[src/rtl/mem_arbiter.sv]
// Round-robin arbiter sharing one main-memory port between the I-cache and D-cache.
// One registered command per grant, held until memory completes, then a one-cycle release gap.
module mem_arbiter #(
    parameter int unsigned ADDR_W = 28,
    parameter int unsigned DATA_W = 128
) (
    input  logic              clk,
    input  logic              rst_n,
    input  logic              i_mem_read,
    input  logic [ADDR_W-1:0] i_mem_addr,
    output logic [DATA_W-1:0] i_mem_rdata,
    output logic              i_mem_ready,
    input  logic              d_mem_read,
    input  logic              d_mem_write,
    input  logic [ADDR_W-1:0] d_mem_addr,
    input  logic [DATA_W-1:0] d_mem_wdata,
    output logic [DATA_W-1:0] d_mem_rdata,
    output logic              d_mem_ready,
    output logic              mem_read,
    output logic              mem_write,
    output logic [ADDR_W-1:0] mem_addr,
    output logic [DATA_W-1:0] mem_wdata,
    input  logic [DATA_W-1:0] mem_rdata,
    input  logic              mem_ready,
    output logic              busy,
    output logic [1:0]        grant_id
);

    typedef enum logic [1:0] {IDLE, GRANT_I, GRANT_D, RELEASE} state_t;

    state_t            state, state_nxt;
    logic              last_d;
    logic              cmd_read, cmd_write;
    logic [ADDR_W-1:0] cmd_addr;
    logic [DATA_W-1:0] cmd_wdata;
    logic              d_req, pick_d;

    // D wins when it is the only requester, or on a tie when I was served last.
    assign d_req  = d_mem_read | d_mem_write;
    assign pick_d = d_req & (~i_mem_read | ~last_d);

    always_ff @(posedge clk or negedge rst_n) begin
        if (!rst_n) begin
            state     <= IDLE;
            last_d    <= 1'b0;
            cmd_read  <= 1'b0;
            cmd_write <= 1'b0;
            cmd_addr  <= '0;
            cmd_wdata <= '0;
        end else begin
            state <= state_nxt;
            if (state == IDLE) begin
                if (pick_d) begin
                    cmd_write <= d_mem_write;
                    cmd_read  <= d_mem_read & ~d_mem_write;
                    cmd_addr  <= d_mem_addr;
                    cmd_wdata <= d_mem_wdata;
                end else if (i_mem_read) begin
                    cmd_write <= 1'b0;
                    cmd_read  <= 1'b1;
                    cmd_addr  <= i_mem_addr;
                    cmd_wdata <= '0;
                end
            end
            if (state == GRANT_I && mem_ready) last_d <= 1'b0;
            if (state == GRANT_D && mem_ready) last_d <= 1'b1;
        end
    end

    always_comb begin
        state_nxt   = state;
        mem_read    = 1'b0;
        mem_write   = 1'b0;
        mem_addr    = '0;
        mem_wdata   = '0;
        i_mem_ready = 1'b0;
        d_mem_ready = 1'b0;
        i_mem_rdata = '0;
        d_mem_rdata = '0;
        busy        = 1'b1;
        grant_id    = 2'd0;
        case (state)
            IDLE: begin
                busy = 1'b0;
                if (pick_d)          state_nxt = GRANT_D;
                else if (i_mem_read) state_nxt = GRANT_I;
            end
            GRANT_I, GRANT_D: begin
                mem_read  = cmd_read;
                mem_write = cmd_write;
                mem_addr  = cmd_addr;
                mem_wdata = cmd_wdata;
                grant_id  = (state == GRANT_I) ? 2'd1 : 2'd2;
                if (mem_ready) begin
                    state_nxt = RELEASE;
                    if (state == GRANT_I) begin
                        i_mem_ready = 1'b1;
                        i_mem_rdata = mem_rdata;
                    end else begin
                        d_mem_ready = 1'b1;
                        d_mem_rdata = mem_rdata;
                    end
                end
            end
            RELEASE: state_nxt = IDLE;
            default: state_nxt = IDLE;
        endcase
    end

endmodule

[config.mk]
export PLATFORM = sky130hd
export DESIGN_NAME = mem_arbiter
export DESIGN_NICKNAME = d
export VERILOG_FILES = /design/src/rtl/mem_arbiter.sv
export SDC_FILE = /design/constraint.sdc
export NUM_CORES = 1
export LEC_CHECK = 0
export BUFFER_PORTS_ARGS = -buffer_cell sky130_fd_sc_hd__buf_2
export CORE_AREA = 4 4 281 283
export DETAILED_ROUTE_END_ITERATION = 12
export DIE_AREA = 0 0 285 287
export PLACE_DENSITY = 0.4
export SLEW_MARGIN = 30
export SYNTH_ARGS = -nofsm -noshare
export SYNTH_HDL_FRONTEND = slang
export SYNTH_SLANG_ARGS = --single-unit
[constraint.sdc]
create_clock -name clk -period 4.35 [get_ports clk]
set_input_delay 0.87 -clock clk [delete_from_list [all_inputs] [get_ports clk]]
set_output_delay 0.87 -clock clk [all_outputs]
set_load 0.01 [all_outputs]
# Word-level counts from Yosys, hierarchy flattened
# Cells that the tools add are included.
[totals]
ff_bits = 161
inputBits = 318
elab_cells = 59
[classes]
n_eq_ne = 5
n_mux = 33
n_bitwise = 7
n_reduce_logical = 8
[ops]
columns = ["operator", "n"]
rows = [
  ["128-bit two-way mux", 9],
  ["28-bit two-way mux", 3],
  ["1-bit two-way mux", 15],
  ["2-bit two-way mux", 5],
  ["2-bit case mux with 3 select lines", 1],
  ["2-bit equality test (second input constant)", 2],
  ["2-bit AND reduction", 2],
  ["2-bit nonzero test", 2],
  ["3-bit != test (second input constant)", 1],
  ["1-bit NOT", 3],
  ["1-bit bitwise AND", 2],
  ["2-bit by 1-bit equality test with 1-bit output (second input constant)", 1],
  ["1-bit logical AND", 2],
  ["2-bit logical NOT", 1],
  ["2-bit != test (second input constant)", 1],
  ["1-bit bitwise OR", 2],
  ["2-bit OR reduction", 1],
]

# Longest topological paths before layout
# Gate-level depths: netlist of run 1.
[logic_depth]
depth_word = 5
mapped_depth = 9

# Worst setup path before layout of run 1
# OpenSTA, ideal clock, no wires.
[synth_path]
path_type = "reg2out"
from = "register state[0]"
to = "output port d_mem_rdata[108]"
arrival_ns = 1.668
setup_slack_ns = 1.812
stages_incl_launch_ff = 9
cell_sequence = "dfrtp_1 > inv_1 > ha_1 > buf_2 > nand2_1 > nor2_1 > clkbuf_1 > clkbuf_1 > and2_1"
[synth_via]
elab_chain_len = 4
elab_cells_between_ends = 6
classes_between = "2 x eq/ne; 3 x mux; 1 x reduce/logical"
[synth_rtl]
columns = ["element", "line_no", "text"]
rows = [
  ["start, declared", "31", "state_t state, state_nxt;"],
  ["start signal, assigned", "51", "state <= state_nxt;"],
  ["2-bit by 1-bit equality test with 1-bit output", "82, 96", ""],
  ["128-bit two-way mux", "96", "if (state == GRANT_I) begin"],
  ["128-bit two-way mux", "94", "if (mem_ready) begin"],
  ["128-bit two-way mux *", "82", "case (state)"],
  ["end, declared", "17", "output logic [DATA_W-1:0] d_mem_rdata,"],
]
# Every way passes the cells marked *; elsewhere a longest branch is shown, timed or not.

# Final worst setup path of run 1
[layout_path]
from = "register state[0]"
to = "output port mem_wdata[40]"
[layout_via]
elab_chain_len = 3
elab_cells_between_ends = 4
classes_between = "2 x eq/ne; 1 x mux; 1 x reduce/logical"
[layout_rtl]
columns = ["element", "line_no", "text"]
rows = [
  ["2-bit by 1-bit equality test with 1-bit output or 2-bit equality test (tied branches)", "82", ""],
  ["2-bit OR reduction *", "82", ""],
  ["128-bit two-way mux *", "82", ""],
  ["end, declared", "22", "output logic [DATA_W-1:0] mem_wdata,"],
]
# Marked as above.

==> flow_metrics.env, run 1 <==
export IMPL_status="completed"
export IMPL_ctsHoldBuffers=0
export IMPL_fp_row_count=102
export IMPL_tns_ns=0
export IMPL_finalHoldViolations=0
export IMPL_layout_common_cells="buf_2 (735), and2_1 (414), nand2_1 (286)"
export IMPL_place_congestion=0.927
export IMPL_cp_slowest_cell="buf_4"
export IMPL_crit_type="register to output port"
export IMPL_synth_distinct_cells=25
export IMPL_switchingPower_mw=4.41
export IMPL_cp_top_family="buffers and inverters"
export IMPL_path_depth=6
export IMPL_cp_slowest_stage_delay_ns=0.63
export IMPL_yosys_warnings=0
export IMPL_synthCells=1172
export IMPL_drv_cap=0
export IMPL_antenna_found_initial=39
export IMPL_h_tree_depth=4
export IMPL_final_common_cell="buf_2"
export IMPL_cp_required_ns=3.48
export IMPL_place_hpwl_um=41600
export IMPL_synth_seq_cells=161
export IMPL_portBuffers=736
export IMPL_grt_pass1_wl_um=70800
export IMPL_drive_above_1_share=0.428
export IMPL_setup_viol=0
export IMPL_drtIter0Drc=505
export IMPL_crit_path_frequent_cell="buf_4"
export IMPL_track_usage=0.116
export IMPL_ir_drop_v=0.000312
export IMPL_routed_via_count=10400
export IMPL_worst_pin_slew_ns=0.893
export IMPL_swShare=0.452
export IMPL_grt_max_degree=130
export IMPL_fin_util=0.195
export IMPL_critPathMaxFanout=86
export IMPL_clock_latency_ns=0.47
export IMPL_p_int_mw=5.34
export IMPL_root_buffer="clkbuf_16"
export IMPL_nNetsFinal=2176
export IMPL_post_cts_buffers=0
export IMPL_syn_area_per_cell_um2=8.08
export IMPL_post_cts_resized=0
export IMPL_power_frac_comb=0.574
export IMPL_cts_sinks=161
export IMPL_drc_errors=0
export IMPL_synth_cell_area_um2=9460
export IMPL_core_area_um2=76700
export IMPL_clockPowerShare=0.157
export IMPL_synth_net_count=1496
export IMPL_critPathLaunchType="register"
export IMPL_period_minus_slack_ns=3.94
export IMPL_clkSlewWorstSetupHoldPaths_ns=0.07
export IMPL_clockBufferDepth=2
export IMPL_dr_pass1_iters=4
export IMPL_hold_class="input pin to asynchronous set/reset pin"
export IMPL_seq_area_frac_synth=0.426
export IMPL_dieHeight_um=287
export IMPL_post_route_period_util=0.906
export IMPL_slew_viol_final=0
export IMPL_critPathCaptureType="output port"
export IMPL_wire_per_inst_um=17.2
export IMPL_start_util=0.123
export IMPL_p_seq_frac=0.270
export IMPL_p_leak_nw=8.29
export IMPL_fin_cells=2916
export IMPL_num_io_pins=737
export IMPL_cp_cell_sequence="inv_1, ha_4, buf_4, buf_4, and2_1, buf_2"
export IMPL_max_slew_margin_rel=0.403
export IMPL_cts_tree="yes"
export IMPL_cp_arrival_ns=3.07
export IMPL_viasPerCell=3.56
export IMPL_power_density_nw_per_um2=653
export IMPL_die_area_um2=81800
export IMPL_grt_overflow=0
export IMPL_antenna_left=0
export IMPL_max_freq_ghz=0.254
export IMPL_critPathBufInv=4
export IMPL_area_growth_pct=57.7
export IMPL_die_w_um=285
export IMPL_finalPower_mw=9.75
export IMPL_grt_pass1_vias=10400
export IMPL_finClkSkew_ns=0.0188
export IMPL_grt_setup_unrepaired="no"
export IMPL_worstRegToRegCells=6
export IMPL_post_place_cells=2872
export IMPL_numCtsBuffers=17
export IMPL_routed_wl_um=50200
-- sequential cells by signal (all words and copies together), names as in the netlist --
signal and count:
cmd_wdata 128, last_d 1, state 2, cmd_addr 28, cmd_read 1, cmd_write 1
-- final cells by class --
cell class / count / area, um2
fill: 8783 / 61800
timing repair buffer: 759 / 3990
clock buffer: 18 / 439
antenna: 12 / 30.0
tap: 1040 / 1300
multi-input combinational: 909 / 4990
sequential: 161 / 4030
inverter: 4 / 15.0
clock inverter: 13 / 124
-- kinds of logic after synthesis --
logic type,synth area share
AND/OR/NAND/NOR,0.391
AO/OA/AOI/OAI,0.0919
flip-flops,0.426
buffers and inverters,0.0506
multiplexers,0.0329
adder cells (fa/ha/maj),0.00793
-- synth_stat cells --
master       n  area [um2]
mux2_2       1        11.3
o221a_2      1        11.3
ha_1         6        75.1
o21ai_0     36         180
dfrtp_1    161        4030
and3_1       1        6.26
clkbuf_2     2        10.0
clkbuf_1    47         176
and2_1     414        2590
a21oi_1      3        15.0
nand2_1    286        1070
mux2i_1     30         300
nor3_1       1        5.00
buf_2       36         180
nand3b_1     1        7.51
buf_4       13        97.6
inv_1        4        15.0
o31ai_4      1        21.3
a2bb2oi_2    1        15.0
nor2_1       3        11.3
a2bb2oi_1    1        8.76
o21ai_1    120         601
o221ai_1     1        8.76
nor2b_1      1        6.26
a22o_1       1        8.76
-- final timing paths --
check                      slack (ns)          from              to
min in group clk                 0.47  cmd_addr[22]    cmd_addr[22]
max in group asynchronous        2.98         rst_n    cmd_wdata[1]
min reg2reg                      0.47  cmd_addr[22]    cmd_addr[22]
max reg2reg                      2.20      state[0]        state[0]
max                              0.41      state[0]   mem_wdata[40]
min                              0.47         rst_n  cmd_wdata[113]
-- power by group through the flow --
stage	clock network [mW]	logic [mW]	registers [mW]
after global routing	1.66	6.21	2.72
final	1.53	5.59	2.63
after global placement	0	5.67	2.64
after floorplan	0	3.39	2.52
after CTS	1.60	5.72	2.64
after detailed placement	0	5.71	2.66
-- per-stage QoR --
| stage | cell area, um2 | hold slack [ns] | worst slack, ns |
|---|---|---|---|
| 3_3_place_gp | 14300 | 0.458 | 0.882 |
| 6_report | 14900 | 0.467 | 0.409 |
| 4_1_cts | 14900 | 0.479 | 0.269 |
| 3_5_place_dp | 14300 | 0.463 | 0.803 |
| 5_1_grt | 14900 | 0.494 | 0.177 |
| 2_1_floorplan | 9460 | 0.442 | 1.81 |
-- layer usage --
layer  GRT usage  vias to the layer above  share of wire
met5           0                        -         0.0020
met4      0.0282                       16          0.011
met3      0.0467                       47          0.097
met2       0.172                      433           0.43
met1       0.158                     4835           0.46
li1            -                     5047              -
(Power assumes the default switching activity.)
==> inputs of run 2 (changes only) <==
Settings changed: CTS_BUF_LIST set to sky130_fd_sc_hd__clkbuf_16, SKIP_LAST_GASP set to 1.
==> run 2 against run 1 <==
Worst hold slack improved by 0.00051 ns. Critical endpoint unchanged. Critical path type unchanged. Highest routed layer unchanged. Cell count unchanged. Via count shrank 0.15%. Power decreased by 0.14%. Global-route usage stayed put. Clock power about the same. Largest power group unchanged. Largest cell class unchanged. Sequential power about the same. Setup slack better by 0.0013 ns.
==> flow_metrics.env, run 2 (synthesis results as in run 1) <==
export IMPL_h_tree_depth=4
export IMPL_clkSlewWorstSetupHoldPaths_ns=0.07
export IMPL_dp_slack_ns=0.803
export IMPL_fin_cells=2916
export IMPL_rrSetupSlack_ns=2.20
export IMPL_cts_sinks=161
export IMPL_fin_util=0.194
export IMPL_critPathLaunchType="register"
export IMPL_track_usage=0.116
export IMPL_max_slew_margin_rel=0.402
export IMPL_grt_max_degree=130
export IMPL_viasPerCell=3.55
export IMPL_fp_row_count=102
export IMPL_hold_class="input pin to asynchronous set/reset pin"
export IMPL_drc_errors=0
export IMPL_crit_type="register to output port"
export IMPL_post_cts_buffers=0
export IMPL_status="completed"
export IMPL_critPathCaptureType="output port"
export IMPL_cts_tree="yes"
export IMPL_die_w_um=285
export IMPL_post_route_period_util=0.906
export IMPL_setup_viol=0
export IMPL_tns_ns=0
export IMPL_drv_cap=0
export IMPL_reg_largest_list="cmd_wdata: 128 flops, cmd_addr: 28 flops, state: 2 flops"
export IMPL_cp_required_ns=3.48
export IMPL_num_io_pins=737
export IMPL_post_cts_resized=0
export IMPL_clockBufferDepth=2
export IMPL_p_leak_nw=8.29
export IMPL_grt_setup_unrepaired="no"
export IMPL_drtIter0Drc=538
export IMPL_area_growth_pct=57.5
export IMPL_period_minus_slack_ns=3.94
export IMPL_place_hpwl_um=41600
export IMPL_core_area_um2=76700
export IMPL_r2r_start="state[0]"
export IMPL_antenna_found_initial=39
export IMPL_die_area_um2=81800
export IMPL_finClkSkew_ns=0.0189
export IMPL_drive_above_1_share=0.427
export IMPL_clock_latency_ns=0.47
export IMPL_largest_register="cmd_wdata"
export IMPL_power_density_nw_per_um2=653
export IMPL_critPathMaxFanout=86
export IMPL_root_buffer="clkbuf_16"
export IMPL_place_congestion=0.927
export IMPL_dieHeight_um=287
export IMPL_routed_wl_um=50200
export IMPL_worst_pin_slew_ns=0.893
export IMPL_antenna_left=0
export IMPL_ctsHoldBuffers=0
export IMPL_nNetsFinal=2176
export IMPL_max_freq_ghz=0.254
export IMPL_portBuffers=736
export IMPL_grt_pass1_vias=10400
export IMPL_largest_reg_flops=128
export IMPL_start_util=0.123
export IMPL_crit_start="state[0]"
export IMPL_grt_overflow=0
export IMPL_post_place_cells=2872
export IMPL_fin_ws_ns=0.411
export IMPL_numCtsBuffers=17
export IMPL_grt_pass1_wl_um=70900
export IMPL_layout_common_cells="buf_2 (735), and2_1 (414), nand2_1 (286)"
export IMPL_dr_pass1_iters=5
export IMPL_slew_viol_final=0
export IMPL_cp_arrival_ns=3.07
export IMPL_routed_via_count=10400
export IMPL_ir_drop_v=0.000311
export IMPL_whs_ns=0.467
export IMPL_final_common_cell="buf_2"
export IMPL_finalHoldViolations=0
export IMPL_wire_per_inst_um=17.2
## run 2: cell count changes in the layout (fill, tap and decap cells not counted), sizes merged
cell    delta
clkbuf     -1
clkinv     +1
## run 2: per-layer routing
layer  vias to the layer above  global-route usage  wire (um)
li1                       5048                   -          -
met1                      4842               0.158      23000
met5                         -                   0        102
met3                        47              0.0467       4710
met4                        16              0.0282        556
met2                       409               0.172      21800
## run 2: metrics by stage
step                power, mW  area [um2]
finish                   9.74       14900
CTS                      9.94       14900
global route             10.6       14900
global placement         8.31       14300
floorplan                5.91        9460
detailed placement       8.37       14300
## run 2: worst paths after layout
| kind | end | depth (start not counted) |
|---|---|---|
| min | cmd_wdata[113] | 1 |
| min in group clk | cmd_addr[22] | 2 |
| max | mem_wdata[40] | 6 |
| max reg2reg | state[0] | 6 |
| max in group asynchronous | cmd_wdata[1] | 2 |
| min reg2reg | cmd_addr[22] | 2 |
## run 2: area by class of cell
| type | count | area, um2 |
|---|---|---|
| multi-input cells | 909 | 4990 |
| fillers | 8782 | 61800 |
| repair buffers | 759 | 3990 |
| well taps | 1040 | 1300 |
| clock buffers | 17 | 425 |
| inverters | 4 | 15.0 |
| flip-flops and latches | 161 | 4030 |
| diodes | 12 | 30.0 |
| clock inverters | 14 | 128 |
## run 2: critical path: stages (launching register included)
cell     delay (ns)
dfrtp_1        0.39
inv_1          0.13
ha_4           0.48
buf_4          0.42
buf_4          0.63
and2_1         0.30
buf_2          0.16
## run 2: report_power, final
| part | leakage (nW) | internal, mW | total (mW) | switching [mW] |
|---|---|---|---|---|
| logic | 5.95 | 2.27 | 5.59 | 3.32 |
| registers | 2.06 | 2.26 | 2.63 | 0.372 |
| clock network | 0.271 | 0.793 | 1.51 | 0.719 |
